===== config.mk =====
export PLATFORM = sky130hd
export DESIGN_NAME = multicycle_ctrl
export DESIGN_NICKNAME = d
export VERILOG_FILES = /design/src/rtl/multicycle_ctrl.sv
export SDC_FILE = /design/constraint.sdc
export NUM_CORES = 1
export LEC_CHECK = 0
export CORE_MARGIN = 8
export CORE_UTILIZATION = 33
export CTS_CLUSTER_DIAMETER = 30
export DETAILED_ROUTE_END_ITERATION = 16
export PLACE_DENSITY = 0.83
export SLEW_MARGIN = 30
export SYNTH_ARGS = -nofsm -noshare
export SYNTH_HDL_FRONTEND = slang
export SYNTH_SLANG_ARGS = --single-unit

===== constraint.sdc =====
create_clock -name clk -period 2.1 [get_ports clk]
set_input_delay 0.42 -clock clk [delete_from_list [all_inputs] [get_ports clk]]
set_output_delay 0.42 -clock clk [all_outputs]
set_load 0.03 [all_outputs]

===== src/rtl/multicycle_ctrl.sv =====
// Multi-cycle MIPS sequencer: steps each instruction through
// FETCH/DECODE/EXEC/MEM/WB and drives datapath strobes and select codes.
module multicycle_ctrl #(
    parameter int CODE_W   = 8,
    parameter int MEM_WAIT = 0
) (
    input  logic              clk,
    input  logic              reset,
    input  logic [5:0]        op,
    input  logic [5:0]        funct,
    input  logic              is_eq,
    output logic              ir_we,
    output logic              pc_we,
    output logic              reg_write,
    output logic              mem_write,
    output logic [CODE_W-1:0] npc_op,
    output logic [CODE_W-1:0] reg_dst,
    output logic [CODE_W-1:0] reg_src,
    output logic [CODE_W-1:0] ext_op,
    output logic [CODE_W-1:0] alu_op,
    output logic [CODE_W-1:0] alu_src,
    output logic [2:0]        state,
    output logic              illegal
);

    localparam int CNT_W = (MEM_WAIT > 0) ? $clog2(MEM_WAIT + 1) : 1;

    typedef enum logic [2:0] {
        S_FETCH  = 3'd0,
        S_DECODE = 3'd1,
        S_EXEC   = 3'd2,
        S_MEM    = 3'd3,
        S_WB     = 3'd4
    } state_t;

    typedef enum logic [3:0] {
        I_ADDU, I_SUBU, I_ORI, I_LUI, I_LW,
        I_SW, I_BEQ, I_JAL, I_JR, I_NOP
    } cls_t;

    state_t            state_q, state_d;
    logic [CNT_W-1:0]  cnt_q, cnt_d;
    logic              illegal_q, illegal_d;

    cls_t              cls;
    logic              bad;
    logic [CODE_W-1:0] dec_npc, dec_dst, dec_src;
    logic [CODE_W-1:0] dec_ext, dec_alu, dec_asrc;

    logic              ir_we_c, pc_we_c, reg_write_c, mem_write_c;
    logic              codes_en;

    // Classify op/funct; unsupported encodings run as nop and flag bad.
    always_comb begin
        cls = I_NOP;
        bad = 1'b0;
        case (op)
            6'h00: begin
                case (funct)
                    6'h21:   cls = I_ADDU;
                    6'h23:   cls = I_SUBU;
                    6'h08:   cls = I_JR;
                    6'h00:   cls = I_NOP;
                    default: bad = 1'b1;
                endcase
            end
            6'h0D:   cls = I_ORI;
            6'h0F:   cls = I_LUI;
            6'h23:   cls = I_LW;
            6'h2B:   cls = I_SW;
            6'h04:   cls = I_BEQ;
            6'h03:   cls = I_JAL;
            default: bad = 1'b1;
        endcase
    end

    // Select codes for the decoded class, held for the whole instruction.
    always_comb begin
        dec_npc  = '0;
        dec_dst  = '0;
        dec_src  = '0;
        dec_ext  = '0;
        dec_alu  = '0;
        dec_asrc = '0;
        case (cls)
            I_ADDU: begin
                dec_dst = CODE_W'(1);
            end
            I_SUBU: begin
                dec_dst = CODE_W'(1);
                dec_alu = CODE_W'(1);
            end
            I_ORI: begin
                dec_alu  = CODE_W'(2);
                dec_asrc = CODE_W'(1);
            end
            I_LUI: begin
                dec_ext = CODE_W'(2);
                dec_src = CODE_W'(2);
            end
            I_LW: begin
                dec_ext  = CODE_W'(1);
                dec_asrc = CODE_W'(1);
                dec_src  = CODE_W'(1);
            end
            I_SW: begin
                dec_ext  = CODE_W'(1);
                dec_asrc = CODE_W'(1);
            end
            I_BEQ: begin
                dec_alu = CODE_W'(1);
                dec_ext = CODE_W'(1);
                dec_npc = is_eq ? CODE_W'(1) : CODE_W'(0);
            end
            I_JAL: begin
                dec_dst = CODE_W'(2);
                dec_src = CODE_W'(3);
                dec_npc = CODE_W'(2);
            end
            I_JR: begin
                dec_npc = CODE_W'(3);
            end
            default: begin
                dec_npc = '0;
            end
        endcase
    end

    // Next state, MEM wait counter, sticky illegal and raw strobes.
    always_comb begin
        state_d     = state_q;
        cnt_d       = cnt_q;
        illegal_d   = illegal_q;
        ir_we_c     = 1'b0;
        pc_we_c     = 1'b0;
        reg_write_c = 1'b0;
        mem_write_c = 1'b0;
        codes_en    = 1'b0;
        case (state_q)
            S_FETCH: begin
                ir_we_c = 1'b1;
                state_d = S_DECODE;
            end
            S_DECODE: begin
                codes_en = 1'b1;
                if (bad) illegal_d = 1'b1;
                case (cls)
                    I_JR, I_NOP: begin
                        pc_we_c = 1'b1;
                        state_d = S_FETCH;
                    end
                    I_JAL:   state_d = S_WB;
                    default: state_d = S_EXEC;
                endcase
            end
            S_EXEC: begin
                codes_en = 1'b1;
                case (cls)
                    I_BEQ: begin
                        pc_we_c = 1'b1;
                        state_d = S_FETCH;
                    end
                    I_LW, I_SW: begin
                        cnt_d   = CNT_W'(MEM_WAIT);
                        state_d = S_MEM;
                    end
                    default: state_d = S_WB;
                endcase
            end
            S_MEM: begin
                codes_en = 1'b1;
                if (cnt_q != '0) begin
                    cnt_d = cnt_q - CNT_W'(1);
                end else if (cls == I_SW) begin
                    mem_write_c = 1'b1;
                    pc_we_c     = 1'b1;
                    state_d     = S_FETCH;
                end else begin
                    state_d = S_WB;
                end
            end
            S_WB: begin
                codes_en    = 1'b1;
                reg_write_c = 1'b1;
                pc_we_c     = 1'b1;
                state_d     = S_FETCH;
            end
            default: begin
                cnt_d   = '0;
                state_d = S_FETCH;
            end
        endcase
    end

    // State, counter and illegal flag registers.
    always_ff @(posedge clk or posedge reset) begin
        if (reset) begin
            state_q   <= S_FETCH;
            cnt_q     <= '0;
            illegal_q <= 1'b0;
        end else begin
            state_q   <= state_d;
            cnt_q     <= cnt_d;
            illegal_q <= illegal_d;
        end
    end

    assign ir_we     = ir_we_c & ~reset;
    assign pc_we     = pc_we_c & ~reset;
    assign reg_write = reg_write_c & ~reset;
    assign mem_write = mem_write_c & ~reset;

    assign npc_op  = codes_en ? dec_npc  : '0;
    assign reg_dst = codes_en ? dec_dst  : '0;
    assign reg_src = codes_en ? dec_src  : '0;
    assign ext_op  = codes_en ? dec_ext  : '0;
    assign alu_op  = codes_en ? dec_alu  : '0;
    assign alu_src = codes_en ? dec_asrc : '0;

    assign state   = state_q;
    assign illegal = illegal_q;

endmodule


==> summary.txt <==
Run status
  – Status: complete, but fails checks
  – Failing checks: setup timing

Routing
  – Pre-antenna DRT Iters: 4
  – Post-DRT Antenna Nets: 0
  – Routed vias/inst: 4.714
  – Drt wl/cell: 16.29 µm
  – DR iter-0 viols: 57
  – Vias: 1,287
  – # DRC: 0
  – WL final: 4448 µm

Global route
  – Global routing's busiest layer: met2
  – GRT Total Usage: 14.99%
  – Grt met1 use: 13.90%
  – First-pass GRT wire length: 6320 µm
  – GR Util met3: 3.719%
  – Vias in the first global route: 1,347
  – M2 GR Usage: 29.29%
  – Antenna violations before repair: 0
  – Gr ovfl total: 0
  – Largest net degree at the start of global routing: 10

Worst setup path
  – Startpoint types: primary input
  – Cell chain of the critical path: buf_6, buf_6, buf_6, or4b_4, o211ai_2, nand4bb_4, nor3b_4, a31o_4, buf_6
  – Worst Path Max Fanout: 3
  – Max stage delay on crit path: 0.53 ns
  – Worst path arrival time: 2.12 ns
  – Reg2Reg Setup Slack: 0.71 ns
  – Setup crit end kind: primary output
  – Reg2reg start: state[1]$_DFF_PP0_
  – Slowest-stage cell, CP: or4b_4
  – Req. time, crit path: 1.68 ns
  – Crit path max-delay family: simple AND/OR/NAND/NOR gates
  – Sum of buffers and inverters on the critical path: 4
  – Setup crit start: op[1]
  – Most numerous cell on the critical path: buf_6
  – Critical path type: primary input to primary output

Finish
  – Design Area, Final: 0.002044 mm²
  – Antenna cells: 0
  – Layout cells sized above 1: 57.64%
  – Synth-to-layout area growth: 94.29%
  – Final std cells w/o fill: 273
  – Final nets: 245

Pwr
  – Pwr dens: 482.2 mW/mm²
  – Power Total: 0.9859 mW
  – LEAKAGE: 0.9614 nW
  – Peak VDD IR: 174.3 µV

Logic synthesis
  – Async SR Flop Fraction: 100.0%
  – Post-synth EDFFs: 0
  – Synthesized area: 0.001052 mm²
  – Post-Synthesis Mean Instance Area: 8.033 µm²
  – Post-synthesis sequential area ratio: 9.512%
  – Synth warnings: 0
  – Top_reg_cell synth: dfrtp_1
  – FF+latch count, synth: 4
  – Netlist cell types: 48
  – Synth Instances: 131

Hold path
  – Hold crit path type: flip-flop to flip-flop
  – Hold Crit Start: illegal$_DFFE_PP0P_

Flow run
  – Max-Cap Viols: 0

Clocking
  – H-tree levels: 1
  – Clock buffer count from CTS: 3
  – Sink Count: 4
  – Longest Clk Path Bufs: 2
  – Cts hold-fix bufs: 0
  – Root buffer cell: clkbuf_4
  – CTS tree: yes
  – Clk_lat worst skew: 0.26 ns
  – CTS clk-pin slew, worst paths: 0.05 ns

Place
  – Placed cell count: 247
  – Routability cong.: 0.8463
  – Buffers on Ports: 33
  – Dpl hpwl: 2764 µm
  – Cell Area, Placed: 0.001637 mm²

Timing
  – Final hold vios: 0
  – Tcrit/Tclk final: 120.8%
  – Fin worst setup slack: -0.4361 ns
  – Final setup viols: 11
  – Worst Clk Skew: 0.009454 ns
  – TNS Setup: -3.651 ns
  – Final min period: 2.536 ns
  – Max-slew violation count: 0
  – RSZ-0062 raised after global routing: true
  – FMAX: 394.3 MHz

Floorplan
  – Row count: 20
  – Die Ht: 72.47 µm
  – Initial Utilization: 34.47%
  – Die width: 72.47 µm
  – Io pins: 71
  – Core ar.: 0.003053 mm²
  – Full die area: 0.005252 mm²
[timing repair]
item                       4_1_cts  5_1_grt
pin swaps                       16       16
buffers inserted                15        8
setup endpoints to repair       13       11
gates resized for setup         66       27
[cell usage in the layout, fill, tap and decap left out, types with 3 or more instances in the layout]
master | synthesis | layout
a21oi_4 | 0 | 4
conb_1 | 1 | 37
buf_2 | 0 | 3
buf_4 | 37 | 60
clkdlybuf4s50_1 | 0 | 6
nand4_1 | 7 | 7
buf_6 | 2 | 26
dfrtp_1 | 4 | 3
nand2b_1 | 5 | 4
inv_1 | 4 | 4
clkbuf_4 | 0 | 3
nor2_1 | 9 | 7
[path summary, 6_finish.rpt]
kind,endpoint,depth (start not counted)
worst min-delay path,illegal$_DFFE_PP0P_,1
max in group asynchronous,state[0]$_DFF_PP0_,3
worst max register to register,state[1]$_DFF_PP0_,5
min in group asynchronous,illegal$_DFFE_PP0P_,3
worst max-delay path,alu_src[0],9
worst min register to register,illegal$_DFFE_PP0P_,1
[registers in the layout (all words and copies together) (netlist names)]
signal and cells:
illegal 1, state 3
[worst register-to-register path, cell delays in order, from the launching register on]
cell and delay (ns):
dfrtp_1 0.40, buf_4 0.16, buf_4 0.14, a31oi_1 0.20, nand4_1 0.14, a21oi_1 0.24
[where the power goes]
group	internal, mW	switching [mW]	total (mW)
Sequential	0.0936	0.0135	0.107
Clock	0.0721	0.0446	0.117
Combinational	0.322	0.440	0.762
[synthesized netlist by cell type, drive strengths merged, types with 2 or more instances]
| master | count | area share [%] |
|---|---|---|
| a21oi | 6 | 2.9 |
| and3 | 2 | 1.3 |
| buf | 39 | 29 |
| clkbuf | 5 | 3.7 |
| dfrtp | 4 | 9.5 |
| inv | 4 | 1.4 |
| nand2 | 5 | 1.8 |
| nand2b | 5 | 3.0 |
| nand3 | 3 | 1.4 |
| nand3b | 2 | 1.4 |
| nand4 | 7 | 4.2 |
| nand4b | 2 | 1.7 |
| nand4bb | 2 | 3.7 |
| nor2 | 9 | 3.2 |
| nor3 | 5 | 2.4 |
| nor4 | 2 | 2.6 |
| o21ai | 3 | 1.4 |
| o311ai | 2 | 3.3 |
| or3 | 2 | 1.3 |
[routing by layer]
| layer | routed length, µm | up-vias |
|---|---|---|
| met1 | 1611 | 626 |
| li1 | - | 595 |
| met3 | 271 | 6 |
| met4 | 73 | 0 |
| met5 | 0 | - |
| met2 | 2491 | 60 |
[layout make-up]
cell class                      count  area (µm²)
Fill cell                         218        1008
Timing Repair Buffer              102       890.9
Clock buffer                        4       26.28
Tap cell                           44       55.05
Multi-Input combinational cell    115       955.9
Sequential cell                     4       101.3
Inverter                            4       15.01
[through the flow]
step           setup WS, ns  hold slack (ns)  util, %
2_1_floorplan       -0.3617           0.1860        -
3_3_place_gp        -0.9388           0.4399    53.61
3_5_place_dp        -0.9941           0.4578    53.61
4_1_cts             -0.3766           0.4680    62.05
5_1_grt             -0.4904           0.4953    66.97
6_report            -0.4361           0.4690    66.97
[cell families (layout without fill, tap and decap cells)]
kind of cell              after synthesis  in the layout  synth area share, %
other                                   1             37               0.3564
DFF                                     4              4                9.513
and+or+nand+nor                        55             55                36.63
buffers and inverters                  48            110                33.65
AOI/OAI and AO/OA                      22             22                19.03
xor gates and xnor gates                1              1               0.8325
(Power assumes the default switching activity.)
